--- config.mk ---
export PLATFORM = sky130hd
export DESIGN_NAME = sprite_renderer_flat
export DESIGN_NICKNAME = d
export VERILOG_FILES = /design/src/rtl/sprite_renderer_if.sv /design/src/rtl/sprite_renderer.sv /design/src/flat_wrapper.sv
export SDC_FILE = /design/constraint.sdc
export NUM_CORES = 1
export LEC_CHECK = 0
export ABC_AREA = 1
export CAP_MARGIN = 20
export CORE_MARGIN = 2
export CORE_UTILIZATION = 40
export DETAILED_ROUTE_END_ITERATION = 16
export PLACE_DENSITY_LB_ADDON = 0.08
export RECOVER_POWER = 100
export SLEW_MARGIN = 10
export SYNTH_ARGS = -nofsm -noshare
export SYNTH_HDL_FRONTEND = slang
export SYNTH_SLANG_ARGS = --single-unit
export TNS_END_PERCENT = 30
--- constraint.sdc ---
create_clock -name vgaclk -period 4.35 [get_ports vgaclk]
set_clock_uncertainty 0.1 [all_clocks]
set_input_delay 0.87 -clock vgaclk [delete_from_list [all_inputs] [get_ports vgaclk]]
set_output_delay 0.87 -clock vgaclk [all_outputs]
set_load 0.005 [all_outputs]
--- src/rtl/sprite_renderer_if.sv ---
// Pixel-side bundle between the VGA timing block and the sprite renderer:
// scan counters and pause in, colour and frame status out.
interface sprite_renderer_if;
  logic [9:0] hc;
  logic [9:0] vc;
  logic       pause;
  logic [2:0] out_red;
  logic [2:0] out_green;
  logic [1:0] out_blue;
  logic       frame_tick;
  logic [7:0] bounce_count;

  modport master (
    output hc, vc, pause,
    input  out_red, out_green, out_blue, frame_tick, bounce_count
  );

  modport slave (
    input  hc, vc, pause,
    output out_red, out_green, out_blue, frame_tick, bounce_count
  );
endinterface

--- src/rtl/sprite_renderer.sv ---
// Bouncing solid-sprite pixel source feeding a VGA timing block, one pixel of lookahead.
// Optional macro CHECKER_BG_EN replaces the solid background with a 16x16 checkerboard.
module sprite_renderer #(
  parameter int         SPRITE_W     = 32,
  parameter int         SPRITE_H     = 32,
  parameter int         SPEED        = 2,
  parameter int         INIT_X       = 100,
  parameter int         INIT_Y       = 100,
  parameter logic [7:0] SPRITE_COLOR = 8'hE0,
  parameter logic [7:0] BG_COLOR     = 8'h03
) (
  input  logic              vgaclk,
  input  logic              rst_n,
  sprite_renderer_if.slave  bus
);

  localparam logic [10:0] SW    = 11'(SPRITE_W);
  localparam logic [10:0] SH    = 11'(SPRITE_H);
  localparam logic [10:0] SPD   = 11'(SPEED);
  localparam logic [10:0] H_ACT = 11'd640;
  localparam logic [10:0] V_ACT = 11'd480;

  if (SPRITE_W > 639 || SPRITE_H > 479 || SPEED == 0 ||
      INIT_X + SPRITE_W > 640 || INIT_Y + SPRITE_H > 480) begin : g_param_check
    $error("sprite_renderer: illegal sprite geometry or speed");
  end

  typedef struct packed {
    logic [10:0] pos;
    logic        neg;
    logic        bounce;
  } axis_t;

  // One frame of motion on one axis; clamps to the wall and reverses on contact.
  function automatic axis_t step_axis(input logic [10:0] pos, input logic neg,
                                      input logic [10:0] size, input logic [10:0] limit);
    axis_t r;
    r = '{pos: pos, neg: neg, bounce: 1'b0};
    if (!neg) begin
      if (pos + SPD + size >= limit) begin
        r.pos    = limit - size;
        r.neg    = 1'b1;
        r.bounce = 1'b1;
      end else begin
        r.pos = pos + SPD;
      end
    end else if (pos < SPD) begin
      r.pos    = 11'd0;
      r.neg    = 1'b0;
      r.bounce = 1'b1;
    end else begin
      r.pos = pos - SPD;
    end
    return r;
  endfunction

  logic [10:0] x, y;
  logic        dx_neg, dy_neg;
  logic [7:0]  colour_q, bounce_q;
  logic        tick_q;

  logic [9:0]  nh, nv;
  logic [10:0] nh_w, nv_w;
  logic        in_sprite, frame_evt;
  logic [7:0]  bg, colour_nxt;
  axis_t       step_x, step_y;

  // NOTE: every always_comb output gets a default first so no path can infer a latch.
  always_comb begin
    nh = (bus.hc == 10'd799) ? 10'd0 : bus.hc + 10'd1;
    nv = bus.vc;
    if (bus.hc == 10'd799) nv = (bus.vc == 10'd524) ? 10'd0 : bus.vc + 10'd1;
  end

  assign nh_w      = {1'b0, nh};
  assign nv_w      = {1'b0, nv};
  assign in_sprite = (nh_w >= x) && (nh_w < x + SW) && (nv_w >= y) && (nv_w < y + SH);
  assign frame_evt = (bus.hc == 10'd0) && (bus.vc == 10'd480);
  assign step_x    = step_axis(x, dx_neg, SW, H_ACT);
  assign step_y    = step_axis(y, dy_neg, SH, V_ACT);

`ifdef CHECKER_BG_EN
  assign bg = (nh[4] ^ nv[4]) ? ~BG_COLOR : BG_COLOR;
`else
  assign bg = BG_COLOR;
`endif

  always_comb begin
    colour_nxt = bg;
    if (nh_w >= H_ACT || nv_w >= V_ACT) colour_nxt = 8'h00;
    else if (in_sprite)                 colour_nxt = SPRITE_COLOR;
  end

  // NOTE: sequential state uses non-blocking assignments so every register samples pre-edge values.
  always_ff @(posedge vgaclk or negedge rst_n) begin
    if (!rst_n) begin
      colour_q <= 8'h00;
      tick_q   <= 1'b0;
      bounce_q <= 8'h00;
      x        <= 11'(INIT_X);
      y        <= 11'(INIT_Y);
      dx_neg   <= 1'b0;
      dy_neg   <= 1'b0;
    end else begin
      colour_q <= colour_nxt;
      tick_q   <= frame_evt;
      // Position only moves on the first blanking line, so a frame never tears.
      if (frame_evt && !bus.pause) begin
        x      <= step_x.pos;
        dx_neg <= step_x.neg;
        y      <= step_y.pos;
        dy_neg <= step_y.neg;
        if (step_x.bounce || step_y.bounce) bounce_q <= bounce_q + 8'd1;
      end
    end
  end

  assign bus.out_red      = colour_q[7:5];
  assign bus.out_green    = colour_q[4:2];
  assign bus.out_blue     = colour_q[1:0];
  assign bus.frame_tick   = tick_q;
  assign bus.bounce_count = bounce_q;

endmodule

--- src/flat_wrapper.sv ---
// flat-port wrapper written by rule: the top's interface ports become plain ports
module sprite_renderer_flat 
#(
  parameter int         SPRITE_W     = 32,
  parameter int         SPRITE_H     = 32,
  parameter int         SPEED        = 2,
  parameter int         INIT_X       = 100,
  parameter int         INIT_Y       = 100,
  parameter logic [7:0] SPRITE_COLOR = 8'hE0,
  parameter logic [7:0] BG_COLOR     = 8'h03
)
  (vgaclk, rst_n, bus_hc, bus_vc, bus_pause, bus_out_red, bus_out_green, bus_out_blue, bus_frame_tick, bus_bounce_count);
  sprite_renderer_if bus_i ();
  input  logic vgaclk;
  input  logic rst_n;
  input wire logic [$bits(bus_i.hc)-1:0] bus_hc;
  input wire logic [$bits(bus_i.vc)-1:0] bus_vc;
  input wire logic [$bits(bus_i.pause)-1:0] bus_pause;
  output wire logic [$bits(bus_i.out_red)-1:0] bus_out_red;
  output wire logic [$bits(bus_i.out_green)-1:0] bus_out_green;
  output wire logic [$bits(bus_i.out_blue)-1:0] bus_out_blue;
  output wire logic [$bits(bus_i.frame_tick)-1:0] bus_frame_tick;
  output wire logic [$bits(bus_i.bounce_count)-1:0] bus_bounce_count;
  assign bus_i.hc = bus_hc;
  assign bus_i.vc = bus_vc;
  assign bus_i.pause = bus_pause;
  assign bus_out_red = bus_i.out_red;
  assign bus_out_green = bus_i.out_green;
  assign bus_out_blue = bus_i.out_blue;
  assign bus_frame_tick = bus_i.frame_tick;
  assign bus_bounce_count = bus_i.bounce_count;
  sprite_renderer #(.SPRITE_W(SPRITE_W), .SPRITE_H(SPRITE_H), .SPEED(SPEED), .INIT_X(INIT_X), .INIT_Y(INIT_Y), .SPRITE_COLOR(SPRITE_COLOR), .BG_COLOR(BG_COLOR)) u_core (.vgaclk(vgaclk), .rst_n(rst_n), .bus(bus_i));
endmodule
After elaboration in Yosys (flattened, before gate mapping)
Index checks and enable logic that the tools add are counted.
- latch bits: 0
- memory bits (writable): 0
- bits in read-only memories: 0
- word-level logic and storage cells: 56
- memories kept: 0
- flip-flop bits (word level): 41
- shifts and indexed selects: 0
- eq/ne operators: 3
- bitwise gates (word level): 0
- divide/modulo/power cells: 0
- add/subtract/negate cells: 11
- magnitude comparators: 10
- mux-type cells: 15
- $mul: 0
- reductions and logical operators: 10
- operators with widths (cell ; number):
    $add A11 B6 Y11 const B ; 4
    $mux W11 ; 4
    $mux W10 ; 3
    $mux W13 ; 2
    $add A11 B2 Y11 const B ; 2
    $ge A10 B11 Y1 ; 2
    $lt A10 B11 Y1 ; 2
    $lt A11 B2 Y1 const B ; 2
    $sub A11 B2 Y11 const B ; 2
    $add A10 B1 Y10 const B ; 2
    $eq A10 B10 Y1 const B ; 2
    $mux W8 ; 2
    $ge A11 B10 Y1 const B ; 1
    $ge A11 B9 Y1 const B ; 1
    $eq A10 B9 Y1 const B ; 1
    $ge A10 B10 Y1 const B ; 1
    $ge A10 B9 Y1 const B ; 1
    $logic_not A10 Y1 ; 1
    $add A8 B1 Y8 const B ; 1
    $mux W2 ; 4
    $logic_and A1 B1 Y1 ; 5
    $logic_or A1 B1 Y1 ; 2
    $reduce_and A2 Y1 ; 1
    $logic_not A1 Y1 ; 1

Depth between registers and ports, before layout
- word-level depth: 8
- gate-level depth with buffers: 25

Least setup slack after synthesis
OpenSTA, ideal clock, no wires.
- path type: input port to flip-flop
- start point: in bus_hc[0]
- end point: reg u_core.colour_q[1]
- library setup time: 0.117 ns
- setup slack: 0.958 ns
- arrival: 3.175 ns
- cell stages on the path: 23
- data required time: 4.133 ns
- cell sequence: ha_1 > nand2_1 > inv_1 > nand3_1 > nor3_2 > clkinv_1 > nor3_1 > nand2_1 > o22ai_1 > a21oi_1 > ha_1 > a21oi_1 > nand2_1 > nand2_1 > nand2_1 > nand2_1 > nand2_1 > nand2_1 > nand2_1 > a21oi_1 > nor2_1 > nor2_1 > nor2_1
- longest elaborated chain between the ends: 8
- ends and longest elaborated chain (what ; RTL line ; RTL):
    start, declared ; flat_wrapper.sv:16 ; input wire logic [$bits(bus_i.hc)-1:0] bus_hc;
    $add A10 B1 Y10 or $eq A10 B10 Y1 (tied branches) ; sprite_renderer.sv:70, sprite_renderer.sv:72 ;
    $mux W10 ; sprite_renderer.sv:70 ; nh = (bus.hc == 10'd799) ? 10'd0 : bus.hc + 10'd1;
    $ge A10 B11 Y1 or $lt A10 B11 Y1 (tied branches) ; sprite_renderer.sv:77 ; assign in_sprite = (nh_w >= x) && (nh_w < x + SW) && (nv_w >= y) && (nv_w < y + SH);
    $logic_and A1 B1 Y1 (3 in series) ; sprite_renderer.sv:77 ;
    $mux W8 ; sprite_renderer.sv:91 ; else if (in_sprite) colour_nxt = SPRITE_COLOR;
    $mux W8 (*) ; sprite_renderer.sv:90 ; if (nh_w >= H_ACT || nv_w >= V_ACT) colour_nxt = 8'h00;
    end signal, assigned ; sprite_renderer.sv:105 ; colour_q <= colour_nxt;
    end, declared ; sprite_renderer.sv:59 ; logic [7:0] colour_q, bounce_q;
Mark *: on every way between the ends. The rest lies on a longest branch, timed or not.
A chain may end at the register's enable or synchronous reset.

Worst setup path after layout
- start point: in bus_hc[0]
- end point: reg u_core.colour_q[6]
The elaborated chain is that of the path after synthesis.

==> metrics.csv <==
stage,metric,value,unit
yosys,yosys.cell_types.count,43,
power_and_ir_drop,power,0.8196,mW
clock_tree,post-cts-setup-buffers,0,
clock_tree,clkLatencyLatePin,0.30,ns
min_path,hold_end,u_core.x[2],
yosys,ys_seq_area_share,20.21,%
layout,multi_input_area,0.002853,sq mm
layout,regArea,833.3,sq um
worst_setup_path,crit_type,input port to register,
layout,finish.utilization,45.58,%
layout,area_delta_synth_final,12.56,%
yosys,synth_fa_ha_area_share,13.35,%
yosys,synth-main-ff-cell,dfrtp_1,
layout,layout_common_cells,"148 x nand2_1, 81 x inv_1, 54 x nor2_1",
worst_setup_path,start_kind,input port,
global_routing,grt_overflow,0,
clock_tree,cts-root-buf,clkbuf_8,
worst_setup_path,r2r-start,u_core.y[2],
clock_tree,cts_max_path_buffers,2,
worst_setup_path,crit_arrival,3.97,ns
clock_tree,numCtsBuffers,5,
detailed_routing,ant_nets,0,
die,die_h,105.5,um
yosys,synthCells,621,
worst_setup_path,slowest_delay,0.49,ns
global_routing,grt_usage,20.46,%
yosys,synth_simple_gate_area_share,35.68,%
clock_tree,cts_tree,yes,
layout,fillers,1104,
layout,layout-drive-gt1-share,6.870,%
detailed_routing,drt_iter0_markers,245,
sta,finalWorstSetupSlack,0.4921,ns
status,violations,"max-capacitance violations, max-slew violations",
sta,hold_viol,0,
worst_setup_path,r2r_end,u_core.bus.bounce_count[0],
worst_setup_path,worst_path_max_delay_cell,clkdlybuf4s50_1,
die,die_w,105.5,um
yosys,yosysWarnings,0,
detailed_routing,wl_per_cell,13.81,um
detailed_routing,wl,10920,um
worst_setup_path,critPathMaxFanout,9,
detailed_routing,dr.pass1.iters,4,
die,dieArea,0.01114,sq mm
detailed_routing,vias,4070,
status,run_status,"finished, violations left",
yosys,synthMuxAreaShare,0,%
placement,portBuffers,36,
min_path,holdCritStartpoint,u_core.x[2],
power_and_ir_drop,peakVddDrop,0.1113,mV
worst_setup_path,r2r_cells,18,
worst_setup_path,regToRegSetupSlack,1.02,ns
layout,antenna_cells,0,
global_routing,grt_pass1_wl,18660,um
worst_setup_path,crit_family,simple AND/OR/NAND/NOR gates,
min_path,min_path_cells,2,
yosys,postSynthAreaPerCell,6.641,sq um
die,fp.coreArea,0.01018,sq mm
die,start_util,40.49,%
sta,grt_setup_unrepaired,no,
worst_setup_path,critical_path_buf_inv_count,3,
layout,final_common_cell,nand2_1,
clock_tree,cts_resized,0,
die,num_io_pins,40,
yosys,synthArstFlopShare,100.0,%
min_path,hp-class,register to register,
yosys,synth-xor-area-share,7.403,%
power_and_ir_drop,p_leak,2.304,nW
yosys,ys_ff_latch,33,
die,core.rowCount,37,
clock_tree,ctsHoldBuffers,0,
yosys,synth_edf_count,0,
power_and_ir_drop,power_density,176.6,mW/mm^2
sta,max_slew_margin,-28.51,%
sta,worst_slew_pin_slew,1.928,ns
detailed_routing,drcViolationCount,0,
worst_setup_path,worst_ep_required_time,4.47,ns
sta,max_freq,259.2,MHz
detailed_routing,routed_via_density,5.145,
yosys,synth_top_family_by_area,simple AND/OR/NAND/NOR gates,
sta,finalMaxSlewViolations,34,
sta,setup_violations,0,
global_routing,first_global_vias,3819,
worst_setup_path,critPathMostFrequentCell,nand2_1,
worst_setup_path,cp-end-kind,register,
layout,fin_nets,721,
placement,place_hpwl,8758,um
clock_tree,cts_max_level,2,
clock_tree,clock-sinks,33,
yosys,syn_area,0.004124,sq mm
sta,period_needed,3.858,ns
placement,place_ws,0.2158,ns
global_routing,grt_max_degree,34,
worst_setup_path,path_cells,clkdlybuf4s50_1 -> ha_1 -> nand2_1 -> inv_1 -> nand3_1 -> nor3_2 -> clkinv_1 -> nor3_1 -> nand2_1 -> o22ai_1 -> a21oi_1 -> ha_1 -> a21oi_1 -> nand2_1 -> nand2_1 -> nand2_1 -> nand2_1 -> nand2_1 -> nand2_1 -> nand2_1 -> a21oi_1 -> nor2_1 -> nor3_1,
run,drv_cap,1,
sta,min_period_over_period,88.69,%
placement,gp_congestion,0.8804,
global_routing,antenna_found_initial,0,
sta,tns,0,ns
yosys,synth_compound_area_share,13.14,%
clock_tree,clkSlewWorstSetupHoldPaths,0.08,ns
## registers in the layout, summed over array words and instances, names as in the netlist
| signal | cells |
|---|---|
| u_core.dx_neg | 1 |
| u_core.colour_q | 2 |
| u_core.x | 10 |
| u_core.bus.bounce_count | 8 |
| u_core.bus.frame_tick | 1 |
| u_core.dy_neg | 1 |
| u_core.y | 10 |
## layout make-up
cell class / count / area share [%]
multi-input combinational: 487 / 61.46
inverter: 89 / 7.197
tap: 136 / 3.666
sequential: 33 / 17.95
timing repair buffer: 38 / 7.871
clock inverter: 3 / 0.3774
clock buffer: 5 / 1.482
## worst max path at each step
stage	cells past startpoint	from	to	slack [ns]
after floorplan	23	bus_hc[0]	u_core.colour_q[1]	0.96
after global placement	24	bus_hc[0]	u_core.colour_q[1]	0.36
after detailed placement	26	bus_hc[0]	u_core.colour_q[1]	0.22
after CTS	26	bus_hc[0]	u_core.colour_q[1]	0.52
after global routing	25	bus_hc[0]	u_core.colour_q[6]	0.08
final	23	bus_hc[0]	u_core.colour_q[6]	0.49
## routing by layer
metal	up-vias	GRT usage [%]	part of all wire [%]
li1	2112	-	-
met1	1862	28.80	49
met2	89	34.10	46
met3	7	2.412	4.1
met4	0	3.571	0.75
met5	-	0	0
## logic make-up (layout without fill, tap and decap cells)
group                      Yosys count  in the layout
adders and majority gates           44             44
other                                1              3
AOI/OAI and AO/OA                   93             93
buffers and inverters              103            135
DFF                                 33             33
xor gates and xnor gates            34             34
and+or+nand+nor                    313            313
## cell usage after synthesis (3+ instances only)
library cell | instances | share of area (%)
a21oi_1 | 32 | 3.9
a22oi_1 | 8 | 1.5
a31oi_1 | 6 | 0.91
buf_2 | 4 | 0.49
buf_4 | 7 | 1.3
clkbuf_1 | 3 | 0.27
clkinv_1 | 3 | 0.27
dfrtp_1 | 27 | 16
dfstp_2 | 6 | 3.8
ha_1 | 44 | 13
inv_1 | 81 | 7.4
inv_2 | 5 | 0.46
nand2_1 | 146 | 13
nand2_2 | 8 | 1.2
nand2_4 | 3 | 0.82
nand3_1 | 45 | 5.5
nand3_2 | 4 | 0.97
nand3b_1 | 3 | 0.55
nand4_1 | 19 | 2.9
nor2_1 | 53 | 4.8
nor2_2 | 3 | 0.46
nor2_4 | 3 | 0.82
nor3_1 | 13 | 1.6
nor3b_1 | 4 | 0.73
nor4_1 | 5 | 0.76
o21ai_0 | 31 | 3.8
o21ai_1 | 4 | 0.49
xnor2_1 | 6 | 1.3
xor2_1 | 27 | 5.7
## worst min-delay path, cell delays in order (launching register included)
cell and delay (ns):
dfstp_2 0.40, nand2_1 0.07, nand2_1 0.05
## metrics by stage
| stage | hold WS [ns] | std cells | instance area, sq um |
|---|---|---|---|
| after floorplan | 0.3827 | 623 | 4131 |
| after global placement | 0.3925 | 783 | 4588 |
| after detailed placement | 0.4083 | 783 | 4588 |
| after CTS | 0.4177 | 791 | 4674 |
| after global routing | 0.4424 | 791 | 4642 |
| final | 0.4164 | 791 | 4642 |
## power by group
part           switching (mW)  internal [mW]  total, mW
Combinational           0.163         0.0885      0.252
Sequential            0.00745          0.312      0.319
Clock                   0.138          0.111      0.249
Total                   0.308          0.511      0.820
Note: power is estimated with default switching activity, not from simulation.
